**src/rtl/qxcom_cmd_rsp.sv**
```systemverilog
// rtl/qxcom_cmd_rsp.sv - XCOM four-phase command responder with show-ahead command FIFO
// Optional 2-flop request synchronizer enabled by defining QXCOM_RSP_SYNC_EN.
module qxcom_cmd_rsp #(
   parameter int DEPTH = 4
) (
   input  logic        clk_i,
   input  logic        rst_i,
   input  logic        loc_req_i,
   input  logic        net_req_i,
   input  logic [7:0]  req_op_i,
   input  logic [31:0] req_dt_i,
   output logic        ack_o,
   output logic        cmd_vld_o,
   input  logic        cmd_rdy_i,
   output logic        cmd_net_o,
   output logic [7:0]  cmd_op_o,
   output logic [31:0] cmd_dt_o,
   output logic        err_o,
   output logic [4:0]  fifo_cnt_do,
   output logic [3:0]  cmd_cnt_do
);
   localparam int AW = $clog2(DEPTH);

   typedef enum logic [1:0] {IDLE, WAIT, ACK} state_t;

   state_t      state_q, state_d;
   logic        loc_s, net_s, req_s;
   logic        push, pop, set_err;
   logic        full, empty;
   logic [AW:0] wr_ptr, rd_ptr, fill;
   logic [3:0]  cmd_cnt_q;
   logic        err_q;

   logic        mem_net [DEPTH];
   logic [7:0]  mem_op  [DEPTH];
   logic [31:0] mem_dt  [DEPTH];

`ifdef QXCOM_RSP_SYNC_EN
   (* ASYNC_REG = "TRUE" *) logic [1:0] loc_sync;
   (* ASYNC_REG = "TRUE" *) logic [1:0] net_sync;

   always_ff @(posedge clk_i) begin
      if (rst_i) begin
         loc_sync <= 2'b00;
         net_sync <= 2'b00;
      end else begin
         loc_sync <= {loc_sync[0], loc_req_i};
         net_sync <= {net_sync[0], net_req_i};
      end
   end

   assign loc_s = loc_sync[1];
   assign net_s = net_sync[1];
`else
   assign loc_s = loc_req_i;
   assign net_s = net_req_i;
`endif

   assign req_s = loc_s | net_s;

   // Full/empty come from the registered pointers, so a pop cannot make room for a same-cycle push.
   assign fill  = wr_ptr - rd_ptr;
   assign empty = (wr_ptr == rd_ptr);
   assign full  = (wr_ptr[AW] != rd_ptr[AW]) && (wr_ptr[AW-1:0] == rd_ptr[AW-1:0]);
   assign pop   = !empty && cmd_rdy_i;

   always_ff @(posedge clk_i) begin
      if (rst_i) begin
         state_q <= IDLE;
      end else begin
         state_q <= state_d;
      end
   end

   always_comb begin
      state_d = state_q;
      push    = 1'b0;
      set_err = 1'b0;
      case (state_q)
         IDLE: begin
            if (req_s) begin
               if (!full) begin
                  push    = 1'b1;
                  state_d = ACK;
               end else begin
                  state_d = WAIT;
               end
            end
         end
         WAIT: begin
            if (!req_s) begin
               set_err = 1'b1;
               state_d = IDLE;
            end else if (!full) begin
               push    = 1'b1;
               state_d = ACK;
            end
         end
         ACK: begin
            if (!req_s) begin
               state_d = IDLE;
            end
         end
         default: state_d = IDLE;
      endcase
      // Simultaneous local and network requests are a protocol violation; local wins.
      if (push && loc_s && net_s) begin
         set_err = 1'b1;
      end
   end

   always_ff @(posedge clk_i) begin
      if (push) begin
         mem_net[wr_ptr[AW-1:0]] <= net_s & ~loc_s;
         mem_op[wr_ptr[AW-1:0]]  <= req_op_i;
         mem_dt[wr_ptr[AW-1:0]]  <= req_dt_i;
      end
   end

   always_ff @(posedge clk_i) begin
      if (rst_i) begin
         wr_ptr    <= '0;
         rd_ptr    <= '0;
         cmd_cnt_q <= 4'd0;
         err_q     <= 1'b0;
      end else begin
         if (push) begin
            wr_ptr    <= wr_ptr + {{AW{1'b0}}, 1'b1};
            cmd_cnt_q <= cmd_cnt_q + 4'd1;
         end
         if (pop) begin
            rd_ptr <= rd_ptr + {{AW{1'b0}}, 1'b1};
         end
         if (set_err) begin
            err_q <= 1'b1;
         end
      end
   end

   assign ack_o       = (state_q == ACK);
   assign cmd_vld_o   = !empty;
   assign cmd_net_o   = empty ? 1'b0  : mem_net[rd_ptr[AW-1:0]];
   assign cmd_op_o    = empty ? 8'h00 : mem_op[rd_ptr[AW-1:0]];
   assign cmd_dt_o    = empty ? 32'h0 : mem_dt[rd_ptr[AW-1:0]];
   assign err_o       = err_q;
   assign fifo_cnt_do = 5'(fill);
   assign cmd_cnt_do  = cmd_cnt_q;

endmodule

```
**config.mk**
```make
export PLATFORM = sky130hd
export DESIGN_NAME = qxcom_cmd_rsp
export DESIGN_NICKNAME = d
export VERILOG_FILES = /design/src/rtl/qxcom_cmd_rsp.sv
export SDC_FILE = /design/constraint.sdc
export NUM_CORES = 1
export LEC_CHECK = 0
export CAP_MARGIN = 20
export CORE_ASPECT_RATIO = 1.25
export CORE_MARGIN = 2
export CORE_UTILIZATION = 50
export DETAILED_ROUTE_END_ITERATION = 7
export HOLD_SLACK_MARGIN = 0.12
export PLACE_DENSITY = 0.77
export REMOVE_ABC_BUFFERS = 1
export SLEW_MARGIN = 10
export SYNTH_ARGS = -nofsm -noshare
export SYNTH_HDL_FRONTEND = slang
export SYNTH_SLANG_ARGS = --single-unit
export TNS_END_PERCENT = 10
```
**constraint.sdc**
```tcl
create_clock -name clk_i -period 4.9 [get_ports clk_i]
set_input_delay 0.98 -clock clk_i [delete_from_list [all_inputs] [get_ports clk_i]]
set_output_delay 0.98 -clock clk_i [all_outputs]
set_load 0.005 [all_outputs]
```
* Word-level counts from Yosys, hierarchy flattened *
Memory sizes are Yosys's and may differ from the RTL's. A register that Yosys moved wholly into a read port is not among the register bits.
Index checks and enable logic that the tools add are counted.
Widths: inputs -> output; s select.

cells by class
  add/sub/neg operators = 4
  equality and inequality tests = 8
  multiplexer cells = 23
  bitwise operators = 3
  reductions and logical operators = 8

operator list
  kind                 count
  $mux 32              1
  $mux 2               11
  $mux 1               9
  $mux 8               1
  $add 3x1->3 const B  2
  $pmux 2 s3           1
  $add 4x1->4 const B  1
  $logic_and 1x1->1    4
  $ne 2x2->1 const B   2
  $eq 3x3->1           1
  $ne 3x3->1 const B   1
  $reduce_and 3->1     1
  $sub 3x3->3          1
  $eq 2x1->1 const B   1
  $eq 2x2->1           1
  $eq 2x2->1 const B   1
  $logic_not 2->1      1
  $reduce_or 2->1      1
  $and 1x1->1          1
  $logic_not 1->1      1
  $ne 1x1->1           1
  $not 1->1            1
  $or 1x1->1           1

word-level totals
  flip-flop bits (word level) = 13
  bits in writable memories = 164
  input bits = 45
  output and inout port bits = 53
  logic and storage cells = 54
  memories = 3

memories
  name     words  bits a word  read ports  clocked after memory_dff  wr ports  RTL line  text
  mem_dt   4      32           1           1                         1         36        logic [31:0] mem_dt [DEPTH];
  mem_op   4      8            1           1                         1         35        logic [7:0] mem_op [DEPTH];
  mem_net  4      1            1           1                         1         34        logic mem_net [DEPTH];

* Depth between registers and ports, before layout *
  word-level depth = 8
  gate-level depth with buffers = 6
  mapped depth without buffers = 6

* Least setup slack after synthesis *
No wires, ideal clock.

  kind = input -> register
  from = input port loc_req_i
  to = memory mem_dt[0][0] (enable)
  setup time = 402 ps
  arrival = 2536 ps
  slack = 1961 ps
  cell stages on the path = 4
  cell sequence = nor2_1 a311oi_2 buf_6 and2_1

between the ends
  cells in the longest elaborated chain, start to end = 5

ends and longest elaborated chain
  item                          RTL line  text
  start: declaration            8         input logic loc_req_i,
  $or 1x1->1                    59        assign req_s = loc_s | net_s;
  $mux 1                        81        if (req_s) begin
  $mux 1                        -
  $mux 1                        113       if (push) begin
  $mux 1 (implied by the code)  116       mem_dt[wr_ptr[AW-1:0]] <= req_dt_i;
  end: declaration              36

No other way between the ends.

* Worst setup path in the final report *
  from = register wr_ptr[0]
  to = output port cmd_dt_o[23]

between the ends
  cells in the longest elaborated chain, start to end = 2

ends and longest elaborated chain
  item                      RTL line  text
  start: declaration        30        logic [AW:0] wr_ptr, rd_ptr, fill;
  start signal: assignment  128       wr_ptr <= wr_ptr + {{AW{1'b0}}, 1'b1};
  $eq 3x3->1                63        assign empty = (wr_ptr == rd_ptr);
  $mux 32                   144       assign cmd_dt_o = empty ? 32'h0 : mem_dt[rd_ptr[AW-1:0]];
  end: declaration          17        output logic [31:0] cmd_dt_o,

No other way between the ends.

==> impl_metrics.yaml <==
yosys:
  post-synth-top-area-cell: "edfxtp_1"
  yosysSeqAreaShare: 0.750
  synth.top_cells.by_area: "edfxtp_1, mux4_2, dfxtp_1, nor2b_1, ha_1"
  synth.cell_area_um2: 6960
  syn-instance-count: 346
  synth_seq_cells: 179
  synth.distinct_cells: 33
  synth.avg_cell_area_um2: 20.1
  yosysWarnings: 0
  synth_top_area_frac: 0.707
cells_and_area:
  fin_nets: 503
  antenna_cells_inserted: 0
  drive_above_1_share: 0.197
  synthToLayoutAreaGrowth_pct: 25.3
  postLayoutCoreUtil: 0.637
power_and_ir_drop:
  cell_internal_pwr_uw: 3260
  power.density_cell_area_nw_per_um2: 507
  netSwitchingFraction: 0.263
  power.ir.vdd_worst_mv: 0.332
  p_seq_frac: 0.438
  leakage_power_figure_uw: 0.00286
  switching_power_uw: 1160
  combinationalPowerShare: 0.263
  clkPwrFrac: 0.299
global_routing:
  initial_antenna_violation_count: 0
  grt_start_max_net_pins: 43
  grt_first_pass_wirelength_mm: 19.3
  grt_util_all_layers: 0.177
  first_global_vias: 3669
  grt.overflow.total: 0
sta:
  rsz_0062_raised_after_global_routing: "false"
  timing.clock.skew_ns: 0.00633
  final.min_clock_period_ns: 3.72
  timing.fmax_ghz: 0.269
  slew-limit-headroom: 0.425
  slew_viol_final: 0
  setup_tns_ns: 0
  finalSetupViolations: 0
  final.hold.worst_slack_ns: 0.513
  layout_worst_path_cycle_share: 0.759
  worst_pin_slew_ns: 0.863
  hold_viol_final: 0
drt:
  route.vias.total: 3450
  drt-wirelength-per-cell_um: 19.2
  first_iter_violations: 203
  post-route-drc-count: 0
  wirelength_mm: 12.3
  post_drt_via_cell_ratio: 5.42
  drtAntennaViolNets: 0
  drtPass1Iterations: 4
placement:
  dp.final_hpwl_mm: 7.25
  port_buffers: 95
  gp_congestion: 0.754
worst_setup_path:
  crit_path_start_kind: "flop"
  setup.worst_path.end_class: "output pin"
  setup_crit_path_kind: "flop to output pin"
  r2r_cells: 6
  worst-endpoint-required_ns: 3.92
  worstPathMaxFanout: 23
  worst-r2r-setup-slack_ns: 2.39
  crit_arrival_ns: 2.74
cts:
  clock_tree.htree_level_count: 4
  clkTransAtPathRegs_ns: 0.07
  tritoncts: "yes"
  max-clock-path-buffers: 2
  worstSkewPairLatency_ns: 0.42
  clock_sink_count: 179
  postCtsHoldBufs: 0
  ctsRootBufferMaster: "clkbuf_16"
  tritoncts.num_buffers: 17
  post-cts-setup-buffers: 0
  cts_repair_resize_count: 0
floorplanning:
  fp.dieW_um: 110
  io_pins: 98
  floorplan.core_area_um2: 13700
  num_rows: 48
  die_area_um2: 14900
  chipHeight_um: 136
  start_util: 0.508
worst_hold_path:
  worst_hold_path.num_cells: 1
  hp-class: "flop to flop"
status:
  outcome: "complete, no violations"
flow_run:
  maxCapViolCount: 0
worst paths after layout:
path / start / endpoint
max: wr_ptr[0] / cmd_dt_o[23]
min: state_q[1] / state_q[0]
max reg2reg: wr_ptr[0] / mem_dt[3][18]
min reg2reg: state_q[1] / state_q[0]
layout by cell type (no fill, tap or decap), drive strengths merged, types with 7 or more instances in the layout:
| cell | count |
|---|---|
| buf | 7 |
| dfxtp | 15 |
| nor2b | 43 |
| ha | 8 |
| clkbuf | 17 |
| edfxtp | 164 |
| nor2 | 16 |
| mux4 | 41 |
| clkdlybuf4s50 | 95 |
| inv | 17 |
power by group through the flow:
stage / clock network [uW] / registers, uW / logic [uW]
after CTS: 1340 / 1950 / 1150
final: 1320 / 1930 / 1160
after detailed placement: 0 / 1980 / 1140
after global routing: 1400 / 1960 / 1260
after floorplan: 0 / 1940 / 557
after global placement: 0 / 1980 / 1110
cell usage after synthesis, drive strengths merged:
master	instances
edfxtp	164
nor2b	43
mux4	41
nor2	16
dfxtp	15
buf	12
ha	8
clkbuf	7
inv	7
and2	4
xor2	4
mux2i	3
a31o	2
a31oi	2
nand2b	2
nand3	2
o21ai	2
xnor2	2
a21oi	1
a311oi	1
conb	1
fa	1
mux2	1
nand2	1
nand4	1
nor3	1
nor4	1
o211ai	1
per-layer routing:
metal  track usage  share of wire
met5             0              0
met4        0.0710          0.015
met3        0.0475          0.054
met2         0.290           0.51
met1         0.226           0.42
layout make-up:
type,instances,area (um^2)
repair buffers,102,1040
well taps,175,219
fillers,973,4970
inverters,7,26.3
clock buffers,17,425
flip-flops and latches,179,5230
clock inverters,15,160
multi-input cells,142,1630
flip-flops by register name (all words and copies together) (netlist names), named ones only:
signal,flops
mem_dt,128
mem_op,32
cmd_cnt_do,4
mem_net,4
rd_ptr,3
wr_ptr,3
state_q,2
err_o,1
cells by family (layout without fill, tap and decap cells):
family	count (synthesis)	count (layout)	synth area share
AO/OA/AOI/OAI	9	9	0.00970
XOR/XNOR	6	6	0.00863
adder cells (fa/ha/maj)	9	9	0.0173
buffers and inverters	26	141	0.0176
flip-flops	179	179	0.750
multiplexers	45	45	0.139
other	1	2	0.000539
AND/OR/NAND/NOR	71	71	0.0573
stage by stage:
step | area [um^2] | worst slack (ns) | power, uW | std cells
6_report | 8730 | 1.18 | 4420 | 637
3_5_place_dp | 8110 | 1.29 | 3120 | 604
2_1_floorplan | 6870 | 1.33 | 2500 | 328
5_1_grt | 8730 | 1.01 | 4630 | 637
4_1_cts | 8700 | 0.829 | 4440 | 636
3_3_place_gp | 8090 | 1.37 | 3100 | 603
critical path: stages, from the launching register on:
cell and delay, ns:
dfxtp_1 0.41, inv_1 0.11, ha_1 0.37, nand2_1 0.14, nor2_4 0.49, buf_16 0.24
nor2b_1 0.09, clkdlybuf4s50_1 0.46
Power figures use the tool's default switching activity.
